===== src/rtl/mmio_port_hub.sv =====
// CPU-facing register hub for 2**PORT_EXP peripheral ports: reads return one cycle after the strobe, and writes take effect on the strobe edge.
// TX uses a per-port valid/ready handshake; a commit to a stalled port is dropped and flagged.
module mmio_port_hub #(
  parameter int                DATA_W    = 16,
  parameter int                ADDR_W    = 16,
  parameter int                PORT_EXP  = 3,
  parameter logic [ADDR_W-1:0] BASE_ADDR = 16'h0,
  localparam int               PORTS     = 2**PORT_EXP
) (
  input  logic                               clk,
  input  logic                               rst,
  input  logic                               read,
  input  logic                               write,
  input  logic [ADDR_W-1:0]                  addr,
  input  logic [DATA_W-1:0]                  d_in,
  output logic [DATA_W-1:0]                  d_out,
  output logic                               rd_valid,
  output logic                               irq,
  output logic [PORTS-1:0][2*DATA_W-1:0]     port_tx_data,
  output logic [PORTS-1:0]                   port_tx_valid,
  input  logic [PORTS-1:0]                   port_tx_ready,
  input  logic [PORTS-1:0][DATA_W-1:0]       port_rx_data,
  input  logic [PORTS-1:0]                   port_rx_strobe
);

  localparam logic [1:0]        REG_LO  = 2'd0;
  localparam logic [1:0]        REG_HI  = 2'd1;
  localparam logic [1:0]        REG_ST  = 2'd2;
  localparam logic [1:0]        REG_RX  = 2'd3;
  localparam logic [ADDR_W-1:0] WIN     = ADDR_W'(4*PORTS);

  logic [PORTS-1:0][DATA_W-1:0] r_lo;
  logic [PORTS-1:0][DATA_W-1:0] r_rx_data;
  logic [PORTS-1:0]             r_rx_valid;
  logic [PORTS-1:0]             r_rx_ovr;
  logic [PORTS-1:0]             r_tx_drop;
  logic [PORTS-1:0]             r_rx_ie;

  logic [ADDR_W-1:0]   w_off;
  logic                w_hit;
  logic [PORT_EXP-1:0] w_port;
  logic [1:0]          w_reg;
  logic [PORTS-1:0]    w_wsel;
  logic [PORTS-1:0]    w_pop;
  logic [DATA_W-1:0]   w_rd_dat;

  assign w_off  = addr - BASE_ADDR;
  assign w_hit  = (addr >= BASE_ADDR) && (w_off < WIN);
  assign w_port = w_off[PORT_EXP+1:2];
  assign w_reg  = w_off[1:0];
  assign w_wsel = (write && w_hit) ? (PORTS'(1) << w_port) : '0;
  assign w_pop  = (read && w_hit && w_reg == REG_RX) ? (PORTS'(1) << w_port) : '0;

  // Read mux sees pre-write state, so a same-cycle write never leaks into d_out.
  always_comb begin
    w_rd_dat = '0;
    case (w_reg)
      REG_LO: w_rd_dat = r_lo[w_port];
      REG_HI: w_rd_dat = port_tx_data[w_port][2*DATA_W-1:DATA_W];
      REG_ST: w_rd_dat[4:0] = {r_rx_ie[w_port], r_tx_drop[w_port], r_rx_ovr[w_port],
                               r_rx_valid[w_port], port_tx_valid[w_port]};
      default: w_rd_dat = r_rx_data[w_port];
    endcase
  end

  always_ff @(posedge clk or posedge rst) begin
    if (rst) begin
      d_out    <= '0;
      rd_valid <= 1'b0;
      irq      <= 1'b0;
    end else begin
      rd_valid <= read;
      if (read) d_out <= w_hit ? w_rd_dat : '0;
      irq <= |(r_rx_valid & r_rx_ie);
    end
  end

  always_ff @(posedge clk or posedge rst) begin
    if (rst) begin
      port_tx_data  <= '0;
      port_tx_valid <= '0;
      r_lo          <= '0;
      r_rx_data     <= '0;
      r_rx_valid    <= '0;
      r_rx_ovr      <= '0;
      r_tx_drop     <= '0;
      r_rx_ie       <= '0;
    end else begin
      for (int i = 0; i < PORTS; i++) begin
        if (w_wsel[i] && w_reg == REG_HI) begin
          if (port_tx_valid[i] && !port_tx_ready[i]) begin
            r_tx_drop[i] <= 1'b1;
          end else begin
            port_tx_data[i]  <= {d_in, r_lo[i]};
            port_tx_valid[i] <= 1'b1;
          end
        end else if (port_tx_valid[i] && port_tx_ready[i]) begin
          port_tx_valid[i] <= 1'b0;
        end
        if (w_wsel[i] && w_reg == REG_LO) r_lo[i] <= d_in;
        if (w_wsel[i] && w_reg == REG_ST) begin
          r_rx_ie[i] <= d_in[4];
          if (d_in[3]) r_tx_drop[i] <= 1'b0;
        end
        if (w_wsel[i] && w_reg == REG_RX && d_in[2]) r_rx_ovr[i] <= 1'b0;
        // A pop frees the slot in the same cycle, so a coinciding strobe is not an overrun.
        if (port_rx_strobe[i]) begin
          if (!r_rx_valid[i] || w_pop[i]) begin
            r_rx_data[i]  <= port_rx_data[i];
            r_rx_valid[i] <= 1'b1;
          end else begin
            r_rx_ovr[i] <= 1'b1;
          end
        end else if (w_pop[i]) begin
          r_rx_valid[i] <= 1'b0;
        end
      end
    end
  end

endmodule


===== config.mk =====
export PLATFORM = sky130hd
export DESIGN_NAME = mmio_port_hub
export DESIGN_NICKNAME = d
export VERILOG_FILES = /design/src/rtl/mmio_port_hub.sv
export SDC_FILE = /design/constraint.sdc
export NUM_CORES = 1
export LEC_CHECK = 0
export CORE_ASPECT_RATIO = 0.75
export CORE_MARGIN = 1
export CORE_UTILIZATION = 53
export CTS_CLUSTER_DIAMETER = 150
export DETAILED_ROUTE_END_ITERATION = 16
export GPL_TIMING_DRIVEN = 0
export PLACE_DENSITY_LB_ADDON = 0.2
export SYNTH_ARGS = -nofsm -noshare
export SYNTH_HDL_FRONTEND = slang
export SYNTH_SLANG_ARGS = --single-unit
export TNS_END_PERCENT = 10

===== constraint.sdc =====
create_clock -name clk -period 26.5 [get_ports clk]
set_input_delay 6.625 -clock clk [delete_from_list [all_inputs] [get_ports clk]]
set_output_delay 6.625 -clock clk [all_outputs]
set_load 0.1 [all_outputs]

==> summary.txt <==
Outcome
  • Outcome: complete, no violations

Die
  • Starting Density: 54.1%
  • Die area: 48,200 µm²
  • Die Width: 253 µm
  • I/O Pins: 462
  • Die Ht: 190 µm
  • FP Rows: 68
  • Core area: 46,400 µm²

Synth
  • Synth cell types: 50
  • EDFF count, synth: 0
  • Most instantiated cells after synthesis: dfrtp_1, mux2_2, mux2_1
  • Sequential share of the synthesized area: 56.9%
  • Adder-Cell Fraction of Synth Area: 0%
  • Top cell type's share of synthesized area: 56.9%
  • Warnings, synthesis: 0
  • Post-synthesis mux area share: 33.9%
  • Synth Area in Simple Gates: 3.20%
  • Largest area contributor in the netlist: dfrtp_1
  • Largest family of logic cells by synthesized area: multiplexers
  • Synth area leaders: dfrtp_1, mux2_2, mux4_2, mux2_1, mux2_4
  • Synth Area in XOR/XNOR: 0%
  • Most used DFF post-synth: dfrtp_1
  • Most frequent cell after synthesis: dfrtp_1
  • Post-Syn Nets: 1,797
  • Async set-reset flop share out of synthesis: 100%
  • Mapped Cells: 1,617
  • Post-Syn Area: 25,100 µm²
  • Mean Syn Cell Area: 15.5 µm²
  • Synth Area in Compound Gates: 3.75%
  • #FFs+latches synth: 570

Power
  • Combinational share of power: 7.5%
  • P_leak: 15.0 nW
  • Seq pwr share: 48.8%
  • Clock share of power: 43.6%
  • Final total power: 1.86 mW
  • Switch share: 23.5%
  • Peak VDD IR: 0.0463 mV
  • Pwr per Cell Area: 57.2 nW/µm²
  • P_int: 1.42 mW
  • Net Sw Power: 437 µW

Route
  • DRT iter0 DRCs: 1,578
  • Via/cell ratio: 6.24
  • DR vias: 17,529
  • Antenna-violating nets left: 0
  • Drt pass-1 iters: 5
  • Final WL: 87.6 mm
  • Residual DRC count: 0
  • WL per Instance: 31.2 µm

Place
  • Area after DPL: 30,600 µm²
  • Setup WS pre-CTS: 16.43 ns
  • HPWL after DPL: 64.0 mm
  • Buffers on Ports: 457
  • Placed Cells: 2,708
  • Gpl congestion: 0.987

Timing
  • RSZ-0062 raised after global routing: no
  • Tmin final: 9.57 ns
  • Final hold vios: 0
  • Slew Limit Headroom: 13.0%
  • Hold Slack: 0.485 ns
  • Part of the cycle the worst path needs: 36.1%
  • TNS Setup: 0 ns
  • Final setup fails: 0
  • Setup ws final: 16.93 ns
  • Max-slew violation count: 0
  • Worst Skew: 0.0193 ns
  • Least-Margin Pin Slew: 1.30 ns
  • Max frequency: 104 MHz

Clock network
  • Post_cts resized: 0
  • CTS Buf Count: 55
  • H-tree depth: 2
  • Postcts setup bufs: 0
  • Root buffer cell: clkbuf_16
  • Post-CTS Hold Buffers: 0
  • CTS tree: done
  • Clock Pin Slew Worst Setup and Hold Paths: 0.06 ns
  • Clk sinks: 570
  • Longest Clk Path Bufs: 3
  • Clock Latency Late Sink: 0.62 ns

Critical path
  • Crit Path Category: in -> reg
  • Reg2reg setup slack: 24.08 ns
  • Crit path buffers/inverters: 2
  • CP max stage delay: 0.88 ns
  • Worst endpoint required time: 26.99 ns
  • Startpoint types: input port
  • Worst-path maximum fanout: 10
  • Crit path max-delay family: simple AND/OR/NAND/NOR gates
  • CP arrival: 10.06 ns
  • CP max stage cell: nor3_2
  • CP Cell Sequence: clkdlybuf4s50_1, nor4_4, and4_1, nand3_1, nor3_2, buf_2, mux2_2
  • Critical Path Sink Type: flop

Global route
  • Global Route met3 Usage: 11.6%
  • Total Routing Usage GR: 37.1%
  • Gr busiest metal: met2
  • Initial antenna violation count: 5
  • Largest net degree at the start of global routing: 130
  • Met1 Use GR: 51.9%
  • Met2 Track Usage GR: 55.0%
  • Vias in the first global route: 18,152
  • Total grt overflow: 0
  • First-pass GRT wire length: 127 mm

Layout
  • Layout area overhead: 29.2%
  • FILL cells: 3,164
  • Final cell count without fillers: 2,809
  • Design area: 32,400 µm²
  • Util after Layout: 69.9%
  • Nets@finish: 2,315
  • Share of layout cells above drive strength 1: 31.7%

Worst hold path
  • Worst Hold Class: reg -> reg

Run
  • Maxcap violations: 0
==> cell usage in the layout, fill, tap and decap left out, drive strengths merged, types with 5 or more instances in the layout <==
master	netlist	routed
o221ai	10	10
inv	16	17
clkbuf	39	123
clkdlybuf4s50	0	457
nand3	7	7
buf	69	72
mux2i	18	18
nor2	28	28
nor2b	15	15
dfrtp	570	570
a21oi	17	17
a22o	10	10
o41ai	8	8
a22oi	6	6
nand2b	5	5
a21o	8	8
mux2	530	530
o21ai	23	23
clkinv	0	7
a31oi	20	20
nor3	12	12
mux4	100	100
nand2	66	66
==> worst paths after layout <==
path / startpoint / end / depth (start not counted)
max in group asynchronous: rst / r_lo[104]$_DFFE_PP0P_ / 4
hold reg to reg: port_tx_data[5]$_DFFE_PP0P_ / port_tx_data[5]$_DFFE_PP0P_ / 1
setup reg to reg: port_tx_valid[1]$_DFFE_PP0P_ / port_tx_data[55]$_DFFE_PP0P_ / 4
min in group asynchronous: rst / r_rx_data[87]$_DFFE_PP0P_ / 2
setup / recovery: addr[15] / port_tx_data[112]$_DFFE_PP0P_ / 7
hold / removal: port_tx_data[5]$_DFFE_PP0P_ / port_tx_data[5]$_DFFE_PP0P_ / 1
==> worst reg2reg max path, stage by stage (launching register included) <==
cell and delay [ns]:
dfrtp_1 0.44, nor2b_1 0.25, nor3_2 0.69, buf_2 0.53
mux2_2 0.40
==> kinds of logic after synthesis <==
group | count (synthesis)
AO/OA/AOI/OAI | 123
buffers and inverters | 124
multiplexers | 648
AND/OR/NAND/NOR | 152
flip-flops | 570
==> cell type report <==
cell class,instances,area [µm²],share of cell area (%)
Multi-Input combinational cell,923,10300,31.6
Antenna cell,3,7.51,0.0232
Tap cell,630,788,2.43
Inverter,16,67.6,0.208
Timing Repair Buffer,461,4680,14.5
Clock buffer,83,1660,5.13
Sequential cell,570,14300,44.0
Clock inverter,15,175,0.540
Buffer,108,508,1.57
==> per-layer routing <==
layer	vias up	wire (µm)
met3	181	9050
li1	7048	-
met1	9415	36400
met5	-	27
met2	881	39100
met4	4	3040
==> sequential cells by signal, indices dropped and copies added, names as in the netlist <==
| name | count |
|---|---|
| r_lo | 128 |
| d_out | 16 |
| r_rx_ie | 8 |
| irq | 1 |
| r_rx_data | 128 |
| port_tx_data | 256 |
| r_rx_ovr | 8 |
| port_tx_valid | 8 |
| r_tx_drop | 8 |
| r_rx_valid | 8 |
| rd_valid | 1 |
==> power groups by stage <==
stage / sequential [mW] / clock (mW) / combinational (mW)
4_1_cts: 0.905 / 0.813 / 0.139
5_1_grt: 0.907 / 0.846 / 0.148
6_report: 0.906 / 0.809 / 0.140
3_5_place_dp: 0.921 / 0 / 0.138
2_1_floorplan: 0.919 / 0 / 0.0726
3_3_place_gp: 0.921 / 0 / 0.134
No activity file was read; power rests on OpenSTA's default activity.
==> RTL edit: new RTL, config.mk and constraints unchanged <==
Make the reset (`rst`) synchronous in 2 clocked blocks.
--- a/src/rtl/mmio_port_hub.sv
+++ b/src/rtl/mmio_port_hub.sv
@@ -63,7 +63,7 @@
     endcase
   end
 
-  always_ff @(posedge clk or posedge rst) begin
+  always_ff @(posedge clk) begin
     if (rst) begin
       d_out    <= '0;
       rd_valid <= 1'b0;
@@ -75,7 +75,7 @@
     end
   end
 
-  always_ff @(posedge clk or posedge rst) begin
+  always_ff @(posedge clk) begin
     if (rst) begin
       port_tx_data  <= '0;
       port_tx_valid <= '0;
Formal check against the unedited RTL: not equivalent (Yosys sat finds a counterexample within 4 cycles, from zero or initial values and one cycle with rst high; the reset may be asserted at any time).
==> RTL edit against the original RTL <==
Synthesized area down 4.0%. Worst setup slack worse by 0.19 ns. Design area decreased by 3.6%. Synthesized cell count increased by 44%. Wire length increased by 8.6%. Clock skew rose by 0.0021 ns. Non-clock buffer count increased by 71. Power is 0.57% lower. Core utilization down 0.13 points. Sequential cell count is the same. Register-to-register slack improved by 0.35 ns. Sequential share of layout area is 7.5 points lower. Largest cell class is now multi-input gates.
==> RTL edit: results <==
set metrics [dict create \
    status "finished, final reports clean" \
    worst-r2r-cell-count 5 \
    detailed_route_iter0_violations 2504 \
    grt_usage 0.4010 \
    drt-vias-per-instance 6.111 \
    ir_worst_vdd_mv 0.05322 \
    count_of_cell_types_in_the_netlist 49 \
    synth_flop_cell "dfxtp_1" \
    leakage_uw 0.01126 \
    hold-path-cell-count 2 \
    drt_pre_antenna_iters 6 \
    critPathArrivalTime_ns 10.27 \
    post_dp_cell_area_sq_mm 0.02937 \
    netlist_top_cells_count "dfxtp_1, mux2i_1, nor2_1, nand2_1, a21oi_1" \
    endpoint_with_the_worst_hold_slack "d_out[14]" \
    p_sw_frac 0.2469 \
    postSynthNetCount 2511 \
    numPlacedInstances 3372 \
    postSynthCellCount 2331 \
    hpwlAfterDp_um 72780 \
    timing.clock.skew_ns 0.02137 \
    worst_r2r_startpoint "port_tx_valid[7]" \
    cts_resized 0 \
    pin_count_of_the_biggest_net_entering_global_routing 16 \
    number_of_antenna_violations_at_the_first_check_in_global_routing 0 \
    synth-seq-area-share 0.4737 \
    maxSlewHeadroom 0.08931 \
    count_of_nets_after_finishing 3023 \
    num_antenna_cells 0 \
    clock_pin_slew_reported_for_the_worst_setup_and_hold_paths_after_clock_tree_synthesis_ns 0.07 \
    drive_above_1_share 0.1046 \
    final_cell_count_without_fillers 3474 \
    place_congestion 0.9945 \
    worstHoldPathType "reg2reg" \
    cpMaxStageDelayCell "clkbuf_1" \
    vias_in_the_first_global_route 20410 \
    wire_length_of_the_first_global_routing_pass_um 135900 \
    route.layer.met1.wl_um 39010 \
    min-delay-start "d_out[14]" \
    timing.reg2reg.setup_slack_ns 24.43 \
    top_layer "met4" \
    wl_met3_um 12260 \
    finalHoldWorstSlack_ns 0.4463 \
    family_of_cells_with_the_greatest_summed_delay_on_the_critical_path "buffers and inverters" \
    metal2_wl_um 40260 \
    async_flop_share 0 \
    timing.critical_path.slowest_cell_delay_ns 0.98 \
    numPortBuffers 455 \
    wire_per_inst_um 27.39 \
]
[RTL edit: changes by cell type after synthesis, moves of 66 or more]
| cell | delta |
|---|---|
| a21oi_1 | +91 |
| mux2_1 | -127 |
| mux2i_1 | +469 |
| dfxtp_1 | +570 |
| clkbuf_1 | +66 |
| nand2_1 | +145 |
| nor2_1 | +457 |
| mux2_2 | -368 |
| dfrtp_1 | -570 |
[RTL edit: area by class of cell]
type / count / area, sq um
timing repair buffer: 455 / 4554
buffer: 185 / 898.4
tap: 586 / 733.2
clock inverter: 23 / 264.0
sequential: 570 / 11410
multi-input combinational: 1564 / 11730
inverter: 12 / 45.04
clock buffer: 79 / 1597
fill: 3467 / 13530
[RTL edit: layer usage]
metal | global-route usage | up-vias
met1 | 0.5723 | 10540
met5 | 0 | -
met2 | 0.5759 | 1395
met3 | 0.1159 | 190
met4 | 0.1419 | 0
li1 | - | 9108
[RTL edit: worst max-delay path by stage]
stage | startpoint | end | slack, ns | cells after the start
finish | addr[3] | d_out[6] | 16.74 | 9
global route | addr[3] | d_out[6] | 16.72 | 9
CTS | addr[3] | d_out[6] | 16.92 | 9
detailed placement | addr[3] | d_out[6] | 16.31 | 9
global placement | addr[3] | d_out[6] | 16.33 | 9
floorplan | addr[2] | d_out[4] | 18.04 | 7
[RTL edit: through the flow]
| step | worst slack [ns] | utilization |
|---|---|---|
| floorplan | 18.04 | - |
| global placement | 16.33 | 0.6562 |
| detailed placement | 16.31 | 0.6562 |
| CTS | 16.92 | 0.6977 |
| global route | 16.72 | 0.6977 |
| finish | 16.74 | 0.6977 |
[RTL edit: logic make-up (layout without fill, tap and decap cells)]
logic type | count (synthesis) | count (layout) | synth area share
muxes | 592 | 592 | 0.2982
buffers and inverters | 197 | 754 | 0.03917
DFF | 570 | 570 | 0.4737
and+or+nand+nor | 783 | 783 | 0.1399
AOI/OAI and AO/OA | 189 | 189 | 0.04898
[RTL edit: power by group through the flow]
| stage | registers [uW] | logic, uW | clock network, uW |
|---|---|---|---|
| 6_report | 878 | 148 | 818 |
| 5_1_grt | 879 | 154 | 849 |
| 4_1_cts | 878 | 144 | 812 |
| 3_5_place_dp | 897 | 143 | 0 |
| 3_3_place_gp | 896 | 141 | 0 |
| 2_1_floorplan | 894 | 75.7 | 0 |
[RTL edit: worst register-to-register path: stages (launching register included)]
cell and delay [ns]:
dfxtp_1 0.33, nor2b_1 0.21, nor4_4 0.55, buf_2 0.49, mux2i_1 0.31, nor2_1 0.06
